$ cat src/rtl/nap_pkg.sv
// rtl/nap_pkg.sv - Shared state encoding, BCD limits and defaults for the nap timer
package nap_pkg;

  localparam logic [2:0] ST_IDLE  = 3'd0;
  localparam logic [2:0] ST_SETUP = 3'd1;
  localparam logic [2:0] ST_RUN   = 3'd2;
  localparam logic [2:0] ST_PAUSE = 3'd3;
  localparam logic [2:0] ST_ALARM = 3'd4;

  localparam logic [3:0] DIGIT_MAX = 4'd9;
  localparam logic [3:0] TENS_MAX  = 4'd5;

  localparam int TICKS_PER_SEC_DEF  = 1000;
  localparam int ALARM_SECONDS_DEF  = 30;
  localparam int SNOOZE_MINUTES_DEF = 5;

  // Returns {borrow_out, digit}; a digit at 0 with a borrow in wraps to dmax.
  function automatic logic [4:0] dec_digit(input logic [3:0] d, input logic [3:0] dmax,
                                           input logic bin);
    logic [4:0] r;
    if (!bin)
      r = {1'b0, d};
    else if (d == 4'd0)
      r = {1'b1, dmax};
    else
      r = {1'b0, d - 4'd1};
    return r;
  endfunction

endpackage

$ cat src/rtl/bcd_time_dec.sv
// rtl/bcd_time_dec.sv - Combinational one-second decrement of a 6-digit BCD hh:mm:ss value
module bcd_time_dec
  import nap_pkg::*;
(
  input  logic [23:0] cur,
  output logic [23:0] nxt,
  output logic        is_one
);

  logic [4:0] s1_r, s10_r, m1_r, m10_r, h1_r;

  assign s1_r  = dec_digit(cur[3:0],   DIGIT_MAX, 1'b1);
  assign s10_r = dec_digit(cur[7:4],   TENS_MAX,  s1_r[4]);
  assign m1_r  = dec_digit(cur[11:8],  DIGIT_MAX, s10_r[4]);
  assign m10_r = dec_digit(cur[15:12], TENS_MAX,  m1_r[4]);
  assign h1_r  = dec_digit(cur[19:16], DIGIT_MAX, m10_r[4]);

  // Hour tens never needs to wrap: the caller stops at 00:00:01.
  assign nxt = {(h1_r[4] ? cur[23:20] - 4'd1 : cur[23:20]),
                h1_r[3:0], m10_r[3:0], m1_r[3:0], s10_r[3:0], s1_r[3:0]};

  assign is_one = (cur == 24'h000001);

endmodule

$ cat src/rtl/nap_timer_ctrl.sv
// rtl/nap_timer_ctrl.sv - Nap countdown FSM: setup handshake, 1 Hz BCD countdown, pause, alarm and snooze
module nap_timer_ctrl
  import nap_pkg::*;
#(
  parameter int TICKS_PER_SEC  = TICKS_PER_SEC_DEF,
  parameter int ALARM_SECONDS  = ALARM_SECONDS_DEF,
  parameter int SNOOZE_MINUTES = SNOOZE_MINUTES_DEF
) (
  input  logic       clock,
  input  logic       reset,
  input  logic       en,
  input  logic [9:0] keypad,
  input  logic       sharp,
  input  logic       star,
  input  logic       load,
  input  logic [3:0] iHour10,
  input  logic [3:0] iHour1,
  input  logic [3:0] iMinute10,
  input  logic [3:0] iMinute1,
  input  logic [3:0] iSecond10,
  input  logic [3:0] iSecond1,
  output logic [3:0] hour10,
  output logic [3:0] hour1,
  output logic [3:0] minute10,
  output logic [3:0] minute1,
  output logic [3:0] second10,
  output logic [3:0] second1,
  output logic       setup_en,
  output logic       running,
  output logic       alarm,
  output logic       done
);

  localparam int PW = (TICKS_PER_SEC > 1) ? $clog2(TICKS_PER_SEC) : 1;
  localparam int AW = (ALARM_SECONDS > 1) ? $clog2(ALARM_SECONDS) : 1;
  localparam logic [PW-1:0] PRESC_LAST = PW'(TICKS_PER_SEC - 1);
  localparam logic [AW-1:0] ALARM_LAST = AW'(ALARM_SECONDS - 1);
  localparam logic [23:0]   SNOOZE_TIME = {12'h000, 4'(SNOOZE_MINUTES), 8'h00};

  logic [2:0]    state, state_n;
  logic [PW-1:0] presc, presc_n, presc_inc;
  logic [AW-1:0] alarm_cnt, alarm_cnt_n;
  logic [23:0]   time_q, time_n, time_dec, load_time;
  logic          done_n, tick, is_one, load_ok;
  logic          unused_keys;

  assign unused_keys = ^keypad[9:1];
  assign load_time   = {iHour10, iHour1, iMinute10, iMinute1, iSecond10, iSecond1};
  assign tick        = (presc == PRESC_LAST);
  assign presc_inc   = tick ? '0 : presc + 1'b1;

  assign load_ok = (iHour10 <= DIGIT_MAX) && (iHour1 <= DIGIT_MAX) &&
                   (iMinute10 <= TENS_MAX) && (iMinute1 <= DIGIT_MAX) &&
                   (iSecond10 <= TENS_MAX) && (iSecond1 <= DIGIT_MAX) &&
                   (load_time != 24'h0);

  bcd_time_dec u_dec (
    .cur    (time_q),
    .nxt    (time_dec),
    .is_one (is_one)
  );

  always_comb begin
    state_n     = state;
    presc_n     = presc;
    alarm_cnt_n = alarm_cnt;
    time_n      = time_q;
    done_n      = 1'b0;
    if (!en) begin
      state_n     = ST_IDLE;
      presc_n     = '0;
      alarm_cnt_n = '0;
      time_n      = '0;
    end else begin
      case (state)
        ST_IDLE: begin
          presc_n = '0;
          time_n  = '0;
          if (sharp && !star) state_n = ST_SETUP;
        end
        ST_SETUP: begin
          if (star) begin
            state_n = ST_IDLE;
          end else if (!sharp && load && load_ok) begin
            time_n  = load_time;
            presc_n = '0;
            state_n = ST_RUN;
          end
        end
        ST_RUN: begin
          presc_n = presc_inc;
          if (star) begin
            state_n = ST_IDLE;
            presc_n = '0;
            time_n  = '0;
          end else begin
            // A tick coincident with '#' is applied before the pause takes effect.
            if (tick) begin
              if (is_one) begin
                time_n      = '0;
                done_n      = 1'b1;
                alarm_cnt_n = '0;
                state_n     = ST_ALARM;
              end else begin
                time_n = time_dec;
              end
            end
            if (sharp && !(tick && is_one)) state_n = ST_PAUSE;
          end
        end
        ST_PAUSE: begin
          if (star) begin
            state_n = ST_IDLE;
            presc_n = '0;
            time_n  = '0;
          end else if (sharp) begin
            state_n = ST_RUN;
          end
        end
        ST_ALARM: begin
          presc_n = presc_inc;
          if (star) begin
            state_n = ST_IDLE;
            presc_n = '0;
          end else if (!sharp && keypad[0]) begin
            time_n  = SNOOZE_TIME;
            presc_n = '0;
            state_n = ST_RUN;
          end else if (tick) begin
            if (alarm_cnt == ALARM_LAST) begin
              state_n = ST_IDLE;
              presc_n = '0;
            end else begin
              alarm_cnt_n = alarm_cnt + 1'b1;
            end
          end
        end
        default: begin
          state_n = ST_IDLE;
          presc_n = '0;
          time_n  = '0;
        end
      endcase
    end
  end

  always_ff @(posedge clock) begin
    if (reset) begin
      state     <= ST_IDLE;
      presc     <= '0;
      alarm_cnt <= '0;
      time_q    <= '0;
      setup_en  <= 1'b0;
      running   <= 1'b0;
      alarm     <= 1'b0;
      done      <= 1'b0;
    end else begin
      state     <= state_n;
      presc     <= presc_n;
      alarm_cnt <= alarm_cnt_n;
      time_q    <= time_n;
      setup_en  <= (state_n == ST_SETUP);
      running   <= (state_n == ST_RUN);
      alarm     <= (state_n == ST_ALARM);
      done      <= done_n;
    end
  end

  assign {hour10, hour1, minute10, minute1, second10, second1} = time_q;

endmodule

$ cat config.mk
export PLATFORM = sky130hd
export DESIGN_NAME = nap_timer_ctrl
export DESIGN_NICKNAME = d
export VERILOG_FILES = /design/src/rtl/nap_pkg.sv /design/src/rtl/bcd_time_dec.sv /design/src/rtl/nap_timer_ctrl.sv
export SDC_FILE = /design/constraint.sdc
export NUM_CORES = 1
export LEC_CHECK = 0
export ABC_AREA = 1
export BUFFER_PORTS_ARGS = -buffer_cell sky130_fd_sc_hd__buf_4
export CORE_MARGIN = 8
export CORE_UTILIZATION = 61
export DETAILED_ROUTE_END_ITERATION = 12
export PLACE_DENSITY = 0.95
export RECOVER_POWER = 100
export REMOVE_ABC_BUFFERS = 1
export SYNTH_ARGS = -nofsm -noshare
export SYNTH_HDL_FRONTEND = slang
export SYNTH_SLANG_ARGS = --single-unit
$ cat constraint.sdc
create_clock -name clock -period 3.8 [get_ports clock]
set_input_delay 0.76 -clock clock [delete_from_list [all_inputs] [get_ports clock]]
set_output_delay 0.76 -clock clock [all_outputs]
set_load 0.01 [all_outputs]
==> impl_results.md <==
- Status: complete, but fails checks
- Failing checks: capacitance limit, slew limit
- Cell at the slowest stage of the critical path: nor3_2
- Initial Util: 0.631
- Max clock buf depth: 2
- Worst Path Arrival: 3120 ps
- Max-slew violations: 26
- Fin util: 0.702
- FP Rows: 27
- Worst Setup SP: state[0]
- Antenna violations before repair: 0
- Max Cap Viol: 1
- Die Wd: 91.7 microns
- CP required: 4050 ps
- Drt via density: 5.76
- CTS sink cnt: 46
- Area after DPL: 3950 sq um
- FF/Latch Area: 921 sq um
- Largest net degree at the start of global routing: 26
- Worst min-delay path startpoint: time_q[15]
- Area of the multi-input gates: 2170 sq um
- CTS tree: done
- Ant diodes: 0
- Max FO, Critical Path: 25
- Final min period: 2870 ps
- CTS Root Cell: clkbuf_8
- Slew margin rel.: -0.169
- Setup Skew: 8.66 ps
- CP Cell Sequence: inv_1 -> nor3_2 -> nand2_2 -> nand2_4 -> nor2_1 -> nand2_1 -> nand2_1 -> nor2_1
- Layout net count: 670
- Via count: 4,000
- I/O Buffers: 58
- Die footprint: 8410 sq um
- Least-Margin Pin Slew: 1740 ps
- Async set-reset flop share out of synthesis: 0
- RSZ-0062 raised after global routing: no
- Final setup violation count: 0
- FF+latch count, synth: 46
- Pwr Density: 246 nW/um^2
- RR Endpoint: time_q[20]
- GPL Wtd Cong: 0.934
- Die Height: 91.7 microns
- Top-count cell post-synth: nand2_1
- TritonCTS buffer count: 5
- Top FF cell, synth: dfxtp_1
- Worst setup path endpoint: time_q[20]
- Count of different cell masters after synthesis: 41
- Ranking of synthesized cells by area: dfxtp_1 26%, nand2_1 15%, nor2_1 12%, inv_1 7.3%, nand3_1 5.9%
- HP Class: reg -> reg
- Post-synth top area share: 0.263
- CP Launch Type: flop
- Crit Path Category: reg -> reg
- Fillers: 507
- Final Cycle Share: 0.756
- Share of layout cells above drive strength 1: 0.114
- GR Overflow Total: 0
- Final hold violations: 0
- Vias in the first global route: 3,908
- Initial DRC Count: 445
- Design area: 3890 sq um
- Hold slack: 470 ps
- ANT nets after route: 0
- FMAX: 348 MHz
- Syn-to-layout area delta: 11.1%
- Routed wire per std cell: 14.7 microns
- Io pins: 68
- Synth top cells by count: 139 x nand2_1, 110 x nor2_1, 68 x inv_1
- Final wirelength: 10.3 mm
- Reg-to-Reg Start: state[0]
- Area leader, netlist: dfxtp_1
- CORE AREA: 5540 sq um
- Register area share after synthesis: 0.263
- Largest stage delay on the critical path: 1310 ps
- Gr usage total: 0.243
- Yosys warns: 0
- Register-to-Register Path Depth: 8
- CP endpoint kind: flop
- Worst R2R Setup Slack: 930 ps
- DRT Pass-1 Iters: 5
- Reg clk slew, reported paths: 90 ps
- DRC Markers: 0
- Resize count post-CTS: 0
- Netlist Area Pre-Place: 3500 sq um
- Synth Area per Inst: 6.16 sq um
- CTS Hold Bufs: 0
- Peak VDD IR: 0.241 mV
- Post-synth EDFFs: 0
- Fin Setup TNS: 0 ps
- Postcts setup bufs: 0
- Clock Latency Late Sink: 310 ps
- Post-DP HPWL: 7.81 mm
- First-pass GRT wire length: 17.4 mm
- Total chip power: 957 uW
- Leakage: 1.79 nW
- # H-tree levels: 2
- Mapped Cells: 568
## area by class of cell
class / instances / area share
clock buffer: 6 / 0.0187
clock inverter: 2 / 0.00354
inverter: 74 / 0.0721
multi-input combinational: 436 / 0.559
sequential: 46 / 0.237
tap: 72 / 0.0232
timing repair buffer: 59 / 0.0869
## power by group
part           switching [mW]  internal [mW]
logic                  0.0985         0.0552
clock network           0.180          0.130
registers             0.00620          0.487
total                   0.285          0.673
## logic make-up (layout without fill, tap and decap cells)
group / Yosys count / in the layout / synth area share
AOI/OAI and AO/OA: 75 / 75 / 0.133
xor gates and xnor gates: 8 / 8 / 0.0200
adders and majority gates: 8 / 8 / 0.0286
buffers and inverters: 86 / 141 / 0.102
DFF: 46 / 46 / 0.263
and+or+nand+nor: 345 / 345 / 0.452
## critical path: cells and delay by family, from the launching register on
family	cells	cell delay (ps)
simple gates	7	2360
flops	1	340
buf+inv	1	110
## flip-flops by register name, indices dropped and copies added (netlist names)
register,flops
alarm,1
alarm_cnt,5
done,1
presc,10
running,1
setup_en,1
state,3
time_q,24
## per-stage QoR
stage,worst slack (ps),std cells
after floorplan,1660,556
after global placement,1400,687
after detailed placement,1340,687
after CTS,1560,695
final,929,695
after global routing,689,695
## routing by layer
layer | part of all wire | vias up | GRT usage
li1 | - | 1928 | -
met1 | 0.39 | 1785 | 0.282
met2 | 0.48 | 244 | 0.420
met3 | 0.10 | 43 | 0.0587
met4 | 0.027 | 0 | 0.0966
met5 | 0 | - | 0
## worst min-delay path by stage
stage                 endpoint  slack (ps)  depth (start not counted)
global placement    time_q[15]         450                          2
finish              time_q[15]         470                          2
floorplan             presc[1]         470                          2
detailed placement  time_q[15]         460                          2
global route        time_q[15]         490                          2
CTS                 time_q[15]         470                          2
## cells in the final DEF, fill, tap and decap left out, drive strengths merged
master and count:
nand4 13, ha 8, nand3b 3, a211oi 3
nand2 143, a21oi 24, clkinv 2, a31oi 4
a21o 1, clkbuf 34, o31ai 3, or2 1
dfxtp 46, o211ai 1, o22ai 2, nor4 1
nand3 50, nor2 121, xnor2 2, o21bai 4
nor3 13, xor2 6, a31o 1, o21ai 30
a21boi 2, inv 74, buf 31
Note: power is estimated with default switching activity, not from simulation.
